**config.mk**
```make
export PLATFORM = sky130hd
export DESIGN_NAME = if_prefetch_fetch_flat
export DESIGN_NICKNAME = d
export VERILOG_FILES = /design/src/rtl/fetch_pkg.sv /design/src/rtl/if_prefetch_fetch_if.sv /design/src/rtl/fetch_sync_fifo.sv /design/src/rtl/if_prefetch_fetch.sv /design/src/flat_wrapper.sv
export SDC_FILE = /design/constraint.sdc
export NUM_CORES = 1
export LEC_CHECK = 0
export CORE_UTILIZATION = 30
export DETAILED_ROUTE_END_ITERATION = 10
export SLEW_MARGIN = 20
export SYNTH_ARGS = -nofsm -noshare
export SYNTH_HDL_FRONTEND = slang
export SYNTH_SLANG_ARGS = --single-unit
```
**constraint.sdc**
```tcl
create_clock -name clk -period 3.3 [get_ports clk]
set_input_delay 0.66 -clock clk [delete_from_list [all_inputs] [get_ports clk]]
set_output_delay 0.66 -clock clk [all_outputs]
set_load 0.03 [all_outputs]
```
**src/rtl/fetch_pkg.sv**
```systemverilog
// Shared constants and helpers for the prefetching fetch stage.
package fetch_pkg;

  localparam logic [31:0] RESET_PC  = 32'hbfc0_0000;
  localparam logic [31:0] EXC_VEC   = 32'hbfc0_0380;
  localparam logic [1:0]  SIZE_WORD = 2'b10;

  // Bits needed to hold a count in the range 0..n inclusive.
  function automatic int cnt_w(input int n);
    return $clog2(n + 1);
  endfunction

endpackage

```
**src/rtl/if_prefetch_fetch_if.sv**
```systemverilog
// Signal bundle between the fetch stage, its redirect sources, decode and the inst_* SRAM-like bus.
interface if_prefetch_fetch_if #(
  parameter int WIDTH = 32
);

  logic             exc_valid;
  logic             redirect_valid;
  logic [WIDTH-1:0] redirect_pc;
  logic             deq;

  logic             out_valid;
  logic [WIDTH-1:0] out_instr;
  logic [WIDTH-1:0] out_pc;
  logic [WIDTH-1:0] out_pc_add_4;
  logic             stall;

  logic             inst_req;
  logic             inst_wr;
  logic [1:0]       inst_size;
  logic [WIDTH-1:0] inst_addr;
  logic [WIDTH-1:0] inst_wdata;
  logic [WIDTH-1:0] inst_rdata;
  logic             inst_addr_ok;
  logic             inst_data_ok;

  // Fetch-stage view.
  modport master (
    input  exc_valid, redirect_valid, redirect_pc, deq,
    input  inst_rdata, inst_addr_ok, inst_data_ok,
    output out_valid, out_instr, out_pc, out_pc_add_4, stall,
    output inst_req, inst_wr, inst_size, inst_addr, inst_wdata
  );

  // Environment view: redirect sources, decode and the bus slave.
  modport slave (
    output exc_valid, redirect_valid, redirect_pc, deq,
    output inst_rdata, inst_addr_ok, inst_data_ok,
    input  out_valid, out_instr, out_pc, out_pc_add_4, stall,
    input  inst_req, inst_wr, inst_size, inst_addr, inst_wdata
  );

endinterface

```
**src/rtl/fetch_sync_fifo.sv**
```systemverilog
// Synchronous FIFO with flush; push is ignored when full, pop when empty.
// Head data is combinational from storage, count/flags update one cycle after push/pop.
module fetch_sync_fifo
  import fetch_pkg::*;
#(
  parameter int WIDTH = 32,
  parameter int DEPTH = 4
) (
  input  logic                       clk,
  input  logic                       rst,
  input  logic                       push,
  input  logic [WIDTH-1:0]           push_dat,
  input  logic                       pop,
  input  logic                       flush,
  output logic [WIDTH-1:0]           head_dat,
  output logic                       full,
  output logic                       empty,
  output logic [cnt_w(DEPTH)-1:0]    count
);

  localparam int             AW   = (DEPTH > 1) ? $clog2(DEPTH) : 1;
  localparam int             CW   = cnt_w(DEPTH);
  localparam logic [AW-1:0]  LAST = AW'(DEPTH - 1);

  logic [WIDTH-1:0] mem [DEPTH];
  logic [AW-1:0]    wptr;
  logic [AW-1:0]    rptr;
  logic             do_push;
  logic             do_pop;

  assign full     = (count == CW'(DEPTH));
  assign empty    = (count == '0);
  assign do_push  = push && !full;
  assign do_pop   = pop && !empty;
  assign head_dat = mem[rptr];

  // Pointers wrap explicitly so DEPTH need not be a power of two.
  always_ff @(posedge clk) begin
    if (rst || flush) begin
      wptr  <= '0;
      rptr  <= '0;
      count <= '0;
    end else begin
      if (do_push) wptr <= (wptr == LAST) ? '0 : wptr + 1'b1;
      if (do_pop)  rptr <= (rptr == LAST) ? '0 : rptr + 1'b1;
      case ({do_push, do_pop})
        2'b10:   count <= count + 1'b1;
        2'b01:   count <= count - 1'b1;
        default: count <= count;
      endcase
    end
  end

  always_ff @(posedge clk) begin
    if (do_push) mem[wptr] <= push_dat;
  end

endmodule

```
**src/rtl/if_prefetch_fetch.sv**
```systemverilog
// Prefetching fetch stage: up to MAX_OUT requests in flight, returned words queued in order with their PC.
// data_ok -> out_valid is one cycle; issue stops while in-flight plus queued words would exceed DEPTH.
module if_prefetch_fetch #(
  parameter int               WIDTH    = 32,
  parameter int               DEPTH    = 4,
  parameter int               MAX_OUT  = 2,
  parameter logic [WIDTH-1:0] RESET_PC = WIDTH'(fetch_pkg::RESET_PC),
  parameter logic [WIDTH-1:0] EXC_VEC  = WIDTH'(fetch_pkg::EXC_VEC)
) (
  input logic                 clk,
  input logic                 rst,
  if_prefetch_fetch_if.master fe
);

  import fetch_pkg::*;

  localparam int OW = cnt_w(MAX_OUT);
  localparam int QW = cnt_w(DEPTH);

  logic [WIDTH-1:0]   fpc;
  logic [OW-1:0]      outstanding;
  logic [OW-1:0]      drop_cnt;
  logic [QW-1:0]      q_count;
  logic               tag_full;
  logic               tag_empty;
  logic [WIDTH-1:0]   tag_head;
  logic               q_full;
  logic               q_empty;
  logic [2*WIDTH-1:0] q_head;

  logic flush;
  logic room;
  logic accept;
  logic resp;
  logic drop_now;
  logic q_push;
  logic q_pop;

  assign flush = fe.exc_valid || fe.redirect_valid;

  // Reserving queue space at issue time means a returned word always has a slot.
  assign room = (int'(outstanding) < MAX_OUT)
             && ((int'(outstanding) + int'(q_count)) < DEPTH)
             && !tag_full && !q_full;

  assign fe.inst_req = !rst && !flush && room;
  assign accept      = fe.inst_req && fe.inst_addr_ok;
  assign resp        = fe.inst_data_ok && !tag_empty;
  assign drop_now    = resp && (drop_cnt != '0);
  assign q_push      = resp && !drop_now && !flush;
  assign q_pop       = fe.deq && !q_empty && !flush;

  always_ff @(posedge clk) begin
    if (rst) begin
      fpc <= RESET_PC;
    end else if (fe.exc_valid) begin
      fpc <= EXC_VEC;
    end else if (fe.redirect_valid) begin
      fpc <= fe.redirect_pc;
    end else if (accept) begin
      fpc <= fpc + WIDTH'(4);
    end
  end

  // Every request still in flight after a flush is stale; a response in the flush cycle is already gone.
  always_ff @(posedge clk) begin
    if (rst) begin
      drop_cnt <= '0;
    end else if (flush) begin
      drop_cnt <= resp ? outstanding - 1'b1 : outstanding;
    end else if (drop_now) begin
      drop_cnt <= drop_cnt - 1'b1;
    end
  end

  // The tag FIFO occupancy is the outstanding-request count; tags are never flushed.
  fetch_sync_fifo #(
    .WIDTH (WIDTH),
    .DEPTH (MAX_OUT)
  ) u_tag_fifo (
    .clk      (clk),
    .rst      (rst),
    .push     (accept),
    .push_dat (fpc),
    .pop      (resp),
    .flush    (1'b0),
    .head_dat (tag_head),
    .full     (tag_full),
    .empty    (tag_empty),
    .count    (outstanding)
  );

  fetch_sync_fifo #(
    .WIDTH (2*WIDTH),
    .DEPTH (DEPTH)
  ) u_inst_queue (
    .clk      (clk),
    .rst      (rst),
    .push     (q_push),
    .push_dat ({tag_head, fe.inst_rdata}),
    .pop      (q_pop),
    .flush    (flush),
    .head_dat (q_head),
    .full     (q_full),
    .empty    (q_empty),
    .count    (q_count)
  );

  assign fe.out_valid    = !q_empty;
  assign fe.stall        = q_empty;
  assign fe.out_pc       = q_head[2*WIDTH-1:WIDTH];
  assign fe.out_instr    = q_head[WIDTH-1:0];
  assign fe.out_pc_add_4 = q_head[2*WIDTH-1:WIDTH] + WIDTH'(4);

  assign fe.inst_wr    = 1'b0;
  assign fe.inst_size  = SIZE_WORD;
  assign fe.inst_addr  = fpc;
  assign fe.inst_wdata = '0;

endmodule

```
**src/flat_wrapper.sv**
```systemverilog
// flat-port wrapper written by rule: the top's interface ports become plain ports
module if_prefetch_fetch_flat import fetch_pkg::*;
#(
  parameter int               WIDTH    = 32,
  parameter int               DEPTH    = 4,
  parameter int               MAX_OUT  = 2,
  parameter logic [WIDTH-1:0] RESET_PC = WIDTH'(fetch_pkg::RESET_PC),
  parameter logic [WIDTH-1:0] EXC_VEC  = WIDTH'(fetch_pkg::EXC_VEC)
)
  (clk, rst, fe_exc_valid, fe_redirect_valid, fe_redirect_pc, fe_deq, fe_inst_rdata, fe_inst_addr_ok, fe_inst_data_ok, fe_out_valid, fe_out_instr, fe_out_pc, fe_out_pc_add_4, fe_stall, fe_inst_req, fe_inst_wr, fe_inst_size, fe_inst_addr, fe_inst_wdata);
  if_prefetch_fetch_if #(.WIDTH(WIDTH)) fe_i ();
  input logic clk;
  input logic rst;
  input wire logic [$bits(fe_i.exc_valid)-1:0] fe_exc_valid;
  input wire logic [$bits(fe_i.redirect_valid)-1:0] fe_redirect_valid;
  input wire logic [$bits(fe_i.redirect_pc)-1:0] fe_redirect_pc;
  input wire logic [$bits(fe_i.deq)-1:0] fe_deq;
  input wire logic [$bits(fe_i.inst_rdata)-1:0] fe_inst_rdata;
  input wire logic [$bits(fe_i.inst_addr_ok)-1:0] fe_inst_addr_ok;
  input wire logic [$bits(fe_i.inst_data_ok)-1:0] fe_inst_data_ok;
  output wire logic [$bits(fe_i.out_valid)-1:0] fe_out_valid;
  output wire logic [$bits(fe_i.out_instr)-1:0] fe_out_instr;
  output wire logic [$bits(fe_i.out_pc)-1:0] fe_out_pc;
  output wire logic [$bits(fe_i.out_pc_add_4)-1:0] fe_out_pc_add_4;
  output wire logic [$bits(fe_i.stall)-1:0] fe_stall;
  output wire logic [$bits(fe_i.inst_req)-1:0] fe_inst_req;
  output wire logic [$bits(fe_i.inst_wr)-1:0] fe_inst_wr;
  output wire logic [$bits(fe_i.inst_size)-1:0] fe_inst_size;
  output wire logic [$bits(fe_i.inst_addr)-1:0] fe_inst_addr;
  output wire logic [$bits(fe_i.inst_wdata)-1:0] fe_inst_wdata;
  assign fe_i.exc_valid = fe_exc_valid;
  assign fe_i.redirect_valid = fe_redirect_valid;
  assign fe_i.redirect_pc = fe_redirect_pc;
  assign fe_i.deq = fe_deq;
  assign fe_i.inst_rdata = fe_inst_rdata;
  assign fe_i.inst_addr_ok = fe_inst_addr_ok;
  assign fe_i.inst_data_ok = fe_inst_data_ok;
  assign fe_out_valid = fe_i.out_valid;
  assign fe_out_instr = fe_i.out_instr;
  assign fe_out_pc = fe_i.out_pc;
  assign fe_out_pc_add_4 = fe_i.out_pc_add_4;
  assign fe_stall = fe_i.stall;
  assign fe_inst_req = fe_i.inst_req;
  assign fe_inst_wr = fe_i.inst_wr;
  assign fe_inst_size = fe_i.inst_size;
  assign fe_inst_addr = fe_i.inst_addr;
  assign fe_inst_wdata = fe_i.inst_wdata;
  if_prefetch_fetch #(.WIDTH(WIDTH), .DEPTH(DEPTH), .MAX_OUT(MAX_OUT), .RESET_PC(RESET_PC), .EXC_VEC(EXC_VEC)) u_core (.clk(clk), .rst(rst), .fe(fe_i));
endmodule
```
### After elaboration in Yosys (flattened, before gate mapping)

Memory sizes are Yosys's and may differ from the RTL's. A register that Yosys moved wholly into a read port is not among the register bits.
Cells that the tools add are included.

* register bits: 45
* RAM bits: 320
* input bits: 71
* output and inout bits: 166
* word-level logic and storage cells: 87
* memories: 2

Memory list
* u_core.u_inst_queue.mem: words 4, width 64, read ports 1, clocked after Yosys merged registers in 1, write ports 1, RTL line fetch_sync_fifo.sv:25 `logic [WIDTH-1:0] mem [DEPTH];`
* u_core.u_tag_fifo.mem: words 2, width 32, read ports 1, clocked after Yosys merged registers in 1, write ports 1, RTL line fetch_sync_fifo.sv:25

* add/sub/neg operators: 12
* magnitude comparators: 2
* equality and inequality tests: 8
* multiplexer cells: 20
* reductions and logical operators: 34

Operators by type and width (count)
* adder 32 x 3 -> 32 bit, second input constant: 2
* 2-to-1 mux 32 bit: 2
* less-than comparator 32 x 4 -> 1 bit, second input constant: 1
* logical AND 1 bit: 16
* 2-to-1 mux 2 bit: 7
* equality test 2 bit, second input constant: 5
* 2-to-1 mux 10 bit: 1
* nonzero test 2 bit: 5
* 2-to-1 mux 1 bit: 8
* logical NOT 1 bit: 7
* adder 2 x 1 -> 2 bit, second input constant: 3
* one-hot mux 3 bit (2 select lines): 1
* adder 2 x 3 -> 4 bit: 1
* equality test 2 x 1 -> 1 bit, second input constant: 2
* one-hot mux 2 bit (2 select lines): 1
* subtractor 2 x 1 -> 2 bit, second input constant: 2
* adder 3 x 1 -> 3 bit, second input constant: 1
* equality test 3 bit, second input constant: 1
* logical NOT 3 bit: 1
* nonzero test 3 bit: 1
* subtractor 3 x 1 -> 3 bit, second input constant: 1
* adder 1 bit, second input constant: 2
* logical NOT 2 bit: 1
* logical OR 1 bit: 2
* other kinds (2): 2

### Longest topological paths before layout

Gate-level depths: netlist of the first run.

* word-level depth: 10
* mapped depth: 13
* depth with buffers taken out: 11

### Cells and area by module

A second synthesis of the first run with hierarchy kept.

* cells, all modules: 890
* area total of the unflattened synthesis: 15118.2 µm²

By module, submodules not included
* fetch_sync_fifo at u_core.u_inst_queue: instances 1, cells an instance 390, area an instance 9718.1 µm², seq. area each 7867.5 µm²
* if_prefetch_fetch: instances 1, cells an instance 373, area an instance 2869.0 µm², seq. area each 680.7 µm²
* fetch_sync_fifo at u_core.u_tag_fifo: instances 1, cells an instance 127, area an instance 2531.2 µm², seq. area each 2021.9 µm²

### Least setup slack after synthesis of the first run

Ideal clock, no wire load.

* path kind: input-to-reg
* start: input fe_redirect_valid
* end: memory u_core.u_inst_queue.mem[1][0] (netlist bit) (enable)
* library setup time: 0.429 ns
* arrival: 3.115 ns
* data required time: 2.871 ns
* setup slack: -0.243 ns
* stages: 5
* buffers on the path: 2
* path through: clkbuf_1 > nor2_1 > and4_1 > clkbuf_1 > and2_1

* cells in the longest elaborated chain, start to end: 6

RTL lines
* from (decl): RTL line flat_wrapper.sv:15 `input wire logic [$bits(fe_i.redirect_valid)-1:0] fe_redirect_valid;`
* logical OR 1 bit: RTL line if_prefetch_fetch.sv:39 `assign flush = fe.exc_valid || fe.redirect_valid;`
* logical NOT 1 bit: RTL line if_prefetch_fetch.sv:50 `assign q_push = resp && !drop_now && !flush;`
* logical AND 1 bit: RTL line if_prefetch_fetch.sv:50
* logical AND 1 bit: RTL line fetch_sync_fifo.sv:33 `assign do_push = push && !full;`
* 2-to-1 mux 1 bit: RTL line fetch_sync_fifo.sv:55 `if (do_push) mem[wptr] <= push_dat;`
* 2-to-1 mux 1 bit (implied by the code): RTL line fetch_sync_fifo.sv:55
* to (decl): RTL line fetch_sync_fifo.sv:25

No other way between the ends.

==> results of run 1 <==
-- cell usage after synthesis, drive strengths merged, types with 2 or more instances --
master / count / area (sq um)
a21oi: 28 / 140
xnor2: 27 / 236
or3: 10 / 62.6
nor2: 43 / 161
o31a: 2 / 17.5
nand3: 28 / 153
inv: 16 / 60.1
dfxtp: 48 / 961
a21o: 3 / 22.5
and3: 7 / 43.8
edfxtp: 320 / 9610
conb: 2 / 7.51
a221o: 2 / 20.0
or2: 3 / 18.8
and4: 7 / 61.3
clkbuf: 25 / 93.8
nor4b: 3 / 41.3
a32oi: 2 / 17.5
a221oi: 4 / 35.0
mux4: 64 / 1440
nand2: 34 / 128
nor4: 10 / 77.6
ha: 13 / 163
xor2: 14 / 123
mux2: 32 / 360
a211oi: 6 / 45.0
a31oi: 6 / 37.5
o311ai: 3 / 26.3
a22oi: 2 / 15.0
o21ai: 18 / 90.1
nand4: 13 / 111
buf: 53 / 383
nand2b: 2 / 12.5
nor2b: 2 / 12.5
nor3: 13 / 70.1
a21bo: 2 / 20.0
and2: 12 / 75.1
mux2i: 7 / 70.1
-- repair_timing --
action,in CTS,in global routing
buffers inserted,21,9
resized for setup,44,23
endpoints found under the setup margin,65,56
gates cloned,1,0
pin swaps,4,5
-- flip-flops by register name, summed over array words and instances, names as in the netlist, named ones only --
name and cells:
u_core.drop_cnt 2, u_core.u_tag_fifo.count 2, u_core.u_tag_fifo.mem 64, u_core.u_inst_queue.wptr 2
u_core.u_tag_fifo.rptr 1, u_core.fe.inst_addr 30, u_core.u_inst_queue.count 3, u_core.u_inst_queue.rptr 2
u_core.u_tag_fifo.wptr 1, u_core.u_inst_queue.mem 256
-- worst reg2reg max path, stage by stage (launching register included) --
cell	delay, ns
dfxtp_1	0.36
inv_1	0.09
ha_1	0.20
nor4_1	0.32
and4_1	0.34
inv_2	0.07
or3_1	0.45
or3_1	0.35
a31oi_1	0.16
-- layout make-up --
class,instances,area (sq um),area share
repair buffers,265,2760,0.139
clock inverters,22,269,0.0135
well taps,664,831,0.0418
multi-input cells,465,4320,0.217
clock buffers,49,1060,0.0531
inverters,17,63.8,0.00321
flip-flops and latches,368,10600,0.532
-- power breakdown --
group / total (mW) / internal (mW) / leakage, nW / switching [mW]
Combinational: 1.23 / 0.517 / 2.61 / 0.718
Clock: 4.53 / 2.75 / 0.639 / 1.78
Sequential: 5.32 / 5.25 / 3.27 / 0.0688
-- per-layer routing --
layer  wire length, um  vias to the layer above
met5                 0                        -
met4               652                        0
met3              2110                       44
met2             16600                      320
met1             15900                     4359
li1                  -                     3964
-- worst min-delay path by stage --
stage,startpoint,to,slack [ns],cells past startpoint
floorplan,u_core.u_inst_queue.rptr[1]$_SDFFE_PP0P_,flop,0.45,2
global placement,u_core.u_tag_fifo.rptr$_SDFFE_PP0P_,u_core.u_tag_fifo.rptr$_SDFFE_PP0P_,0.50,2
detailed placement,u_core.u_tag_fifo.rptr$_SDFFE_PP0P_,u_core.u_tag_fifo.rptr$_SDFFE_PP0P_,0.52,2
CTS,u_core.u_inst_queue.rptr[1]$_SDFFE_PP0P_,flop,0.54,2
global route,u_core.fe.inst_addr[8]$_SDFFE_PP0P_,u_core.u_tag_fifo.mem[1][8]$_DFFE_PP_,0.55,0
finish,u_core.u_inst_queue.rptr[1]$_SDFFE_PP0P_,flop,0.53,2
-- stage by stage --
stage               power [mW]  TNS [ns]
floorplan                 6.16         0
global placement          6.62         0
detailed placement        6.63         0
CTS                       11.2     -4.24
global route              11.5     -7.09
finish                    11.1    -0.271
-- cell families (layout without fill, tap and decap cells) --
logic type | count (synthesis) | after routing
xor gates and xnor gates | 41 | 41
other | 2 | 35
DFF | 368 | 368
muxes | 103 | 103
buffers and inverters | 95 | 353
adders and majority gates | 14 | 14
and+or+nand+nor | 190 | 190
AOI/OAI and AO/OA | 82 | 82
==> metrics.log, run 1 <==
INFO  metric run_status = finished, violations left
INFO  metric failed_checks = negative setup slack
INFO  metric path_depth = 8
INFO  metric irDropWorstVdd = 0.294 mV
INFO  metric ys_seq_elements = 368
INFO  metric placement.setup.worst_slack = 0.265 ns
INFO  metric holdCritPathClass = reg2reg
INFO  metric grt_setup_unrepaired = yes
INFO  metric synth.area.mux_share = 0.124
INFO  metric report.final.setup_viol = 16
INFO  metric clock-skew-final = 0.0149 ns
INFO  metric drive_above_1_share = 0.246
INFO  metric tightest_slew = 0.717 ns
INFO  metric clock-root-buffer = clkbuf_16
INFO  metric worstPathArrival = 2.71 ns
INFO  metric netlist_instances = 895
INFO  metric placed_area = 18,100 sq um
INFO  metric vias_per_cell = 4.70
INFO  metric post_layout_nonfiller_instances = 1,850
INFO  metric n_antenna_cell = 0
INFO  metric final_cell_mix = 320 x edfxtp_1, 149 x clkdlybuf4s50_1, 63 x mux4_2
INFO  metric design.die.area = 51,300 sq um
INFO  metric antenna_found_initial = 0
INFO  metric die_height = 226 um
INFO  metric gp_congestion = 0.777
INFO  metric syn_area = 15,100 sq um
INFO  metric power_per_cell_area = 558 nW/um^2
INFO  metric chip_width = 226 um
INFO  metric cts_sinks = 368
INFO  metric worst-setup-path-type = reg2out
INFO  metric skew_pair_late_insertion_delay = 0.55 ns
INFO  metric slew_violations = 0
INFO  metric clock_buffer_depth = 3
INFO  metric timing.critical_path.slowest_stage_cell = dfxtp_4
INFO  metric cp_max_fo = 14
INFO  metric final_net_count = 1,242
INFO  metric top_usage_layer = met2
INFO  metric end_kind = output pin
INFO  metric critical_path.endpoint = fe_out_pc_add_4[31]
INFO  metric synth_xor_area_frac = 0.0238
INFO  metric min_period_over_period = 1.02
INFO  metric dr.pass1.iters = 7
INFO  metric synth_adder_area_share = 0.0121
INFO  metric yosys_warnings = 0
INFO  metric worst_ep_required_time = 2.64 ns
INFO  metric layout.cells.most_common = edfxtp_1
INFO  metric critical_path_buffer_and_inverter_count = 3
INFO  metric post_synth_and_or_nand_nor_area_fraction = 0.0697
INFO  metric crit_path_leading_delay_family = simple AND/OR/NAND/NOR gates
INFO  metric fin_crit = 3.37 ns
INFO  metric track_usage = 0.138
INFO  metric worst-r2r-setup-slack = 0.88 ns
INFO  metric synth_compound_area_frac = 0.0344
INFO  metric synth_async_sr_flop_share = 0
INFO  metric cts_tree = done
INFO  metric maxClockFrequency = 297 MHz
INFO  metric initial_core_util = 0.307
INFO  metric wire_per_inst = 19.0 um
INFO  metric fp.coreArea = 49,300 sq um
INFO  metric antenna_violating_nets_post_route = 0
INFO  metric layout.filler_cells = 4,550
INFO  metric crit_path_max_incr_delay = 0.41 ns
INFO  metric cts-buffers-inserted = 40
INFO  metric dp_hpwl = 23,600 um
INFO  metric clk_pin_slew_worst_paths = 0.06 ns
INFO  metric grtUsageMet3 = 0.0264
INFO  metric hold_slack = 0.527 ns
INFO  metric io_buffer_count = 201
INFO  metric cellLeakagePower = 6.52 nW
INFO  metric grt_first_pass_wirelength = 52,500 um
INFO  metric groute.layer.met2.usage = 0.219
INFO  metric synth_edf_count = 320
INFO  metric dpl.cell_count = 1,749
INFO  metric worstSetupStartpointType = flop
INFO  metric max-slew-margin-rel = 0.521
INFO  metric critical_r2r_launch = u_core.u_tag_fifo.count[0]$_SDFFE_PP0P_
INFO  metric synthFlopType = edfxtp_1
INFO  metric globalRouteMet1Util = 0.190
INFO  metric htree_num_levels = 2
INFO  metric yosysSeqAreaShare = 0.700
INFO  metric worstPathCellList = buf_16 -> mux4_2 -> nand4_4 -> nor4b_4 -> buf_6 -> nand4_1 -> xnor2_2 -> buf_12
INFO  metric timing_hold_violations_final = 0
INFO  metric hold_buffers = 0
INFO  metric layout.cell_area.non_filler = 19,900 sq um
INFO  metric layout.core_utilization = 0.403
INFO  metric num_vias = 8,687
INFO  metric via_count_of_the_first_global_routing_pass = 8,594
INFO  metric maxCapViolations = 0
INFO  metric grt_overflow = 0
INFO  metric routed_wl = 35,200 um
INFO  metric placement_rows = 81
INFO  metric synthesis.area_per_instance = 16.9 sq um
INFO  metric worst-r2r-cell-count = 8
INFO  metric rr_endpoint = u_core.fe.inst_addr[13]$_SDFFE_PP0P_
INFO  metric detail_route.drc_violations = 0
INFO  metric synthDistinctLibCells = 58
INFO  metric boundaryPins = 237
INFO  metric grt_max_degree = 41
INFO  metric post-route-worst-setup-slack = -0.0664 ns
INFO  metric synth_top_family_by_area = multiplexers
INFO  metric layout-area-overhead-vs-synth = 31.6%
INFO  metric drt_iter0_markers = 558
(Power assumes the default switching activity.)
==> inputs of run 2 (changes only) <==
- CORE_MARGIN: not set -> 2
==> metrics.log, run 2 (same netlist as run 1, synthesis figures left out) <==
INFO  metric drive_above_1_share = 0.247 (+0.000427)
INFO  metric power_switching_share = 0.238 (+0.00604)
INFO  metric clock-skew-final = 0.0145 ns (-0.000403 ns)
INFO  metric skew_pair_late_insertion_delay = 0.55 ns (about the same)
INFO  metric design.die.area = 52,200 sq um (+1.8%)
INFO  metric dpl.cell_count = 1,754 (+0.29%)
INFO  metric worstPathArrival = 2.75 ns (+0.04 ns)
INFO  metric power.net_switching = 2.60 mW (+1.1%)
INFO  metric worst-setup-path-type = reg2out
INFO  metric layout.cell_area.non_filler = 19,900 sq um (+0.28%)
INFO  metric worst-r2r-cell-count = 8 (unchanged)
INFO  metric post-route-worst-setup-slack = -0.107 ns (-0.0402 ns)
INFO  metric maxClockFrequency = 294 MHz (-1.2%)
INFO  metric combinationalPowerShare = 0.112 (about the same)
INFO  metric slew_violations = 0 (unchanged)
INFO  metric hold_slack = 0.484 ns (-0.0427 ns)
INFO  metric boundaryPins = 237 (unchanged)
INFO  metric gp_congestion = 0.764 (-1.7%)
INFO  metric irDropWorstVdd = 0.329 mV (+12%)
INFO  metric seq_power_share = 0.487 (+0.007)
INFO  metric worstSetupStartpointType = flop
INFO  metric cts_sinks = 368 (unchanged)
INFO  metric cp_max_fo = 8 (-6)
INFO  metric globalRouteMet1Util = 0.190 (-0.000534)
INFO  metric clockPowerShare = 0.401 (-0.008)
INFO  metric cts_tree = done
INFO  metric grt_first_pass_wirelength = 54,000 um (+2.8%)
INFO  metric hold_depth = 0 (-2)
INFO  metric critPathMostFrequentCell = buf_6
INFO  metric max-slew-margin-rel = 0.550 (+0.0287)
INFO  metric failed_checks = negative setup slack
INFO  metric track_usage = 0.136 (-0.00131)
INFO  metric antenna_violating_nets_post_route = 0 (unchanged)
INFO  metric post-layout-total-power = 10.9 mW (-1.4%)
INFO  metric placement_rows = 82 (+1.2%)
INFO  metric top_usage_layer = met2
INFO  metric post_layout_nonfiller_instances = 1,860 (+0.54%)
INFO  metric cellLeakagePower = 6.63 nW (+1.7%)
INFO  metric dp_hpwl = 23,500 um (-0.56%)
INFO  metric drt_iter0_markers = 591 (+5.9%)
INFO  metric n_antenna_cell = 0 (unchanged)
INFO  metric layout.cells.most_common = edfxtp_1
INFO  metric maxCapViolations = 0 (unchanged)
INFO  metric clock-root-buffer = clkbuf_16
INFO  metric clk_pin_slew_worst_paths = 0.06 ns (about the same)
INFO  metric wire_per_inst = 19.4 um (+2.0%)
INFO  metric detail_route.drc_violations = 0 (unchanged)
INFO  metric report.final.setup_viol = 13 (-3)
INFO  metric min_period_over_period = 1.03 (+0.0122)
INFO  metric run_status = finished, violations left
INFO  metric worstPathCellList = buf_16 -> mux4_2 -> nand4_4 -> nor4b_4 -> buf_6 -> buf_4 -> nand2_4 -> xnor2_2 -> buf_6
INFO  metric grtUsageMet3 = 0.0281 (+0.00163)
INFO  metric via_count_of_the_first_global_routing_pass = 8,643 (+0.57%)
INFO  metric fin_setup_tns = -0.394 ns (-0.122 ns)
INFO  metric layout-area-overhead-vs-synth = 31.9%
INFO  metric intPower = 8.33 mW (-2.2%)
INFO  metric clock_buffer_depth = 3 (unchanged)
INFO  metric timing.critical_path.slowest_stage_cell = dfxtp_4
INFO  metric crit_path_max_incr_delay = 0.41 ns (about the same)
INFO  metric cts-buffers-inserted = 40 (unchanged)
INFO  metric hold_buffers = 0 (unchanged)
INFO  metric dr.pass1.iters = 4 (-3)
INFO  metric power_per_cell_area = 548 nW/um^2 (-1.7%)
INFO  metric timing_hold_violations_final = 0 (unchanged)
INFO  metric antenna_found_initial = 0 (unchanged)
INFO  metric grt_max_degree = 46 (+12%)
INFO  metric num_vias = 8,639 (-0.55%)
INFO  metric die_height = 228 um (+0.88%)
INFO  metric vias_per_cell = 4.64 (-1.1%)
INFO  metric final_net_count = 1,243 (+0.081%)
INFO  metric grt_setup_unrepaired = yes
INFO  metric groute.layer.met2.usage = 0.216 (-0.00260)
INFO  metric routed_wl = 36,100 um (+2.6%)
INFO  metric worst_ep_required_time = 2.64 ns (about the same)
INFO  metric end_kind = output pin
INFO  metric fin_crit = 3.41 ns (+0.0402 ns)
INFO  metric largest_reg_flops = 256 (unchanged)
INFO  metric io_buffer_count = 201 (unchanged)
INFO  metric initial_core_util = 0.302 (-0.00436)
INFO  metric chip_width = 228 um (+0.88%)
INFO  metric grt_overflow = 0 (unchanged)
INFO  metric final_cell_mix = 320 x edfxtp_1, 119 x clkdlybuf4s50_1, 63 x mux4_2
INFO  metric tightest_slew = 0.674 ns (-0.0430 ns)
INFO  metric htree_num_levels = 2 (unchanged)
INFO  metric holdCritPathClass = reg2reg
INFO  metric max_flop_register = u_core.u_inst_queue.mem
INFO  metric fp.coreArea = 50,000 sq um (+1.4%)
INFO  metric placed_area = 18,100 sq um (about the same)
-- run 2: area by class of cell --
cell class / instances / area, sq um
timing repair buffer: 266 / 2870
clock inverter: 23 / 251
fill: 4578 / 30000
sequential: 368 / 10600
tap: 672 / 841
clock buffer: 49 / 1030
multi-input combinational: 465 / 4290
inverter: 17 / 63.8
-- run 2: final timing paths --
path                                                         startpoint                                     to  slack, ns
worst max-delay path                                               flop                    fe_out_pc_add_4[21]      -0.11
worst min register to register                                     flop  u_core.u_tag_fifo.mem[0][0]$_DFFE_PP_       0.48
worst min-delay path                                               flop  u_core.u_tag_fifo.mem[0][0]$_DFFE_PP_       0.48
worst max register to register  u_core.u_tag_fifo.count[0]$_SDFFE_PP0P_   u_core.fe.inst_addr[13]$_SDFFE_PP0P_       0.85
-- run 2: metrics by stage --
step / worst slack [ns] / util
CTS: -0.137 / 0.395
global route: -0.217 / 0.399
finish: -0.107 / 0.399
global placement: 0.288 / 0.362
floorplan: 0.198 / -
detailed placement: 0.258 / 0.362
-- run 2: repair_timing --
item / 4_1_cts / 5_1_grt
gates resized for setup: 64 / 40
pin swaps: 12 / 8
setup endpoints to repair: 58 / 31
gates cloned: 3 / 0
setup buffers: 24 / 7
-- run 2: worst max-delay path: cells and delay by family (launching register included) --
| kind | cells | cell delay [ns] |
|---|---|---|
| buf+inv | 4 | 0.64 |
| simple gates | 3 | 0.55 |
| flops | 1 | 0.41 |
| mux | 1 | 0.41 |
| xor+xnor | 1 | 0.19 |
-- run 2: per-layer routing --
metal | up-vias | share of wire
met1 | 4341 | 0.46
met4 | 0 | 0.019
met5 | - | 0
li1 | 3957 | -
met3 | 46 | 0.057
met2 | 295 | 0.47
-- run 2: power by group through the flow --
stage          Sequential (mW)  Combinational [mW]  Clock (mW)
6_report                  5.32                1.23        4.38
5_1_grt                   5.33                1.32        4.67
2_1_floorplan             5.43               0.729           0
3_5_place_dp              5.42                1.22           0
3_3_place_gp              5.42                1.20           0
4_1_cts                   5.32                1.23        4.50
==> inputs of run 3 (changes only) <==
- CAP_MARGIN: not set -> 0
- GPL_TIMING_DRIVEN: not set -> 0
==> metrics.log, run 3 (same netlist as run 1, synthesis figures left out) <==
INFO  metric run_status = finished, violations left
INFO  metric failed_checks = negative setup slack
INFO  metric slew_violations = 0 (unchanged)
INFO  metric end_kind = output pin
INFO  metric fp.coreArea = 50,000 sq um (unchanged)
INFO  metric clock_buffer_depth = 3 (unchanged)
INFO  metric cts-buffers-inserted = 40 (unchanged)
INFO  metric layout.cell_area.non_filler = 19,900 sq um (about the same)
INFO  metric grt_first_pass_wirelength = 55,200 um (+2.3%)
INFO  metric placed_area = 18,200 sq um (+0.62%)
INFO  metric placement_rows = 82 (unchanged)
INFO  metric boundaryPins = 237 (unchanged)
INFO  metric irDropWorstVdd = 0.342 mV (+3.9%)
INFO  metric grt_overflow = 0 (unchanged)
INFO  metric cellLeakagePower = 6.61 nW (-0.30%)
INFO  metric worst-setup-path-type = reg2out
INFO  metric n_antenna_cell = 0 (unchanged)
INFO  metric clock-root-buffer = clkbuf_16
INFO  metric cts_tree = done
INFO  metric fin_crit = 3.35 ns (-0.0606 ns)
INFO  metric clk_pin_slew_worst_paths = 0.06 ns (about the same)
INFO  metric min_period_over_period = 1.01 (-0.0183)
INFO  metric initial_core_util = 0.302 (unchanged)
INFO  metric worst_ep_required_time = 2.64 ns (about the same)
INFO  metric maxClockFrequency = 299 MHz (+1.8%)
INFO  metric critPathMostFrequentCell = buf_12
INFO  metric final_cell_mix = 320 x edfxtp_1, 131 x clkdlybuf4s50_1, 77 x buf_4
INFO  metric detail_route.drc_violations = 0 (unchanged)
INFO  metric layout.filler_cells = 4,633 (+1.2%)
INFO  metric hold_buffers = 0 (unchanged)
INFO  metric worstPathCellList = buf_12 -> buf_12 -> mux4_2 -> nand3_4 -> nor4b_4 -> buf_12 -> nand4_1 -> xnor2_1 -> buf_4
INFO  metric largest_reg_flops = 256 (unchanged)
INFO  metric worstSetupStartpointType = flop
INFO  metric maxCapViolations = 0 (unchanged)
INFO  metric cts_sinks = 368 (unchanged)
INFO  metric wire_per_inst = 19.2 um (-1.4%)
INFO  metric cp_max_fo = 11 (+3)
INFO  metric antenna_found_initial = 0 (unchanged)
INFO  metric num_vias = 8,832 (+2.2%)
INFO  metric dp_hpwl = 24,700 um (+5.2%)
INFO  metric timing_hold_violations_final = 0 (unchanged)
INFO  metric tightest_slew = 0.676 ns (+0.00229 ns)
INFO  metric gp_congestion = 0.833 (+9.1%)
INFO  metric post-route-worst-setup-slack = -0.0461 ns (+0.0606 ns)
INFO  metric track_usage = 0.139 (+0.00235)
INFO  metric clock-skew-final = 0.0260 ns (+0.0115 ns)
INFO  metric io_buffer_count = 200 (-0.50%)
INFO  metric chip_width = 228 um (unchanged)
INFO  metric dr.pass1.iters = 5 (+1)
INFO  metric power_per_cell_area = 546 nW/um^2 (-0.44%)
INFO  metric grt_max_degree = 39 (-15%)
INFO  metric drive_above_1_share = 0.243 (-0.00330)
INFO  metric layout.cells.most_common = edfxtp_1
INFO  metric max_flop_register = u_core.u_inst_queue.mem
INFO  metric via_count_of_the_first_global_routing_pass = 8,764 (+1.4%)
INFO  metric layout.core_utilization = 0.399 (about the same)
INFO  metric layout-area-overhead-vs-synth = 32.0% (about the same)
INFO  metric die_height = 228 um (unchanged)
INFO  metric holdCritPathClass = reg2reg
INFO  metric skew_pair_late_insertion_delay = 0.56 ns (about the same)
INFO  metric max-slew-margin-rel = 0.549 (-0.00105)
INFO  metric report.final.setup_viol = 7 (-6)
INFO  metric routed_wl = 36,600 um (+1.2%)
INFO  metric hold_slack = 0.499 ns (+0.0147 ns)
INFO  metric design.die.area = 52,200 sq um (unchanged)
INFO  metric vias_per_cell = 4.63 (-0.39%)
INFO  metric timing.critical_path.slowest_stage_cell = mux4_2
INFO  metric crit_path_max_incr_delay = 0.37 ns (-0.04 ns)
INFO  metric grt_setup_unrepaired = yes
INFO  metric drt_iter0_markers = 583 (-1.4%)
INFO  metric worstPathArrival = 2.69 ns (-0.06 ns)
INFO  metric antenna_violating_nets_post_route = 0 (unchanged)
INFO  metric final_net_count = 1,294 (+4.1%)
INFO  metric htree_num_levels = 2 (unchanged)
[run 3: final timing paths]
check	slack, ns	cells past startpoint	endpoint	from
setup / recovery	-0.05	9	fe_out_pc_add_4[27]	flop
hold / removal	0.50	2	u_core.u_inst_queue.rptr[1]$_SDFFE_PP0P_	u_core.u_inst_queue.rptr[1]$_SDFFE_PP0P_
setup reg to reg	0.28	10	u_core.u_tag_fifo.mem[0][23]$_DFFE_PP_	u_core.u_tag_fifo.count[0]$_SDFFE_PP0P_
hold reg to reg	0.50	2	u_core.u_inst_queue.rptr[1]$_SDFFE_PP0P_	u_core.u_inst_queue.rptr[1]$_SDFFE_PP0P_
[run 3: metal layers]
metal / GRT usage / vias up / wire (um)
met5: 0 / - / 0
met4: 0.0341 / 0 / 703
met3: 0.0341 / 49 / 2290
met2: 0.224 / 306 / 17300
met1: 0.188 / 4398 / 16300
li1: - / 4079 / -
[run 3: cell type report]
class,instances,area [sq um],share of cell area
Timing Repair Buffer,239,2340,0.117
Tap cell,672,841,0.0422
Multi-Input combinational cell,465,4270,0.214
Sequential cell,368,10600,0.530
Clock buffer,48,1030,0.0517
Buffer,78,584,0.0293
Inverter,17,63.8,0.00320
Clock inverter,22,233,0.0117
[run 3: metrics by stage]
stage	setup TNS [ns]	std cells	total power [mW]	worst slack (ns)
2_1_floorplan	0	928	6.16	0.198
5_1_grt	-2.32	1909	11.3	-0.205
3_5_place_dp	-80.94	1806	6.64	-0.779
4_1_cts	-1.11	1898	11.0	-0.120
3_3_place_gp	-333.46	1800	6.61	-1.05
6_report	-0.154	1909	10.9	-0.0461
[run 3: critical path: cells and delay by family (launching register included)]
kind / cells / cell delay, ns
XOR/XNOR: 1 / 0.16
buffers and inverters: 4 / 0.65
flip-flops: 1 / 0.32
multiplexers: 1 / 0.37
AND/OR/NAND/NOR: 3 / 0.63
[run 3: repair_timing]
action | CTS | global route
setup endpoints to repair | 71 | 21
buffers inserted | 22 | 9
pin swaps | 8 | 7
endpoints found under the hold margin | 0 | 0
gates resized for setup | 231 | 22
gates cloned | 0 | 2
[run 3: power breakdown]
part           switching [mW]  internal, mW
clock network            1.79          2.55
logic                   0.720         0.506
registers              0.0711          5.25
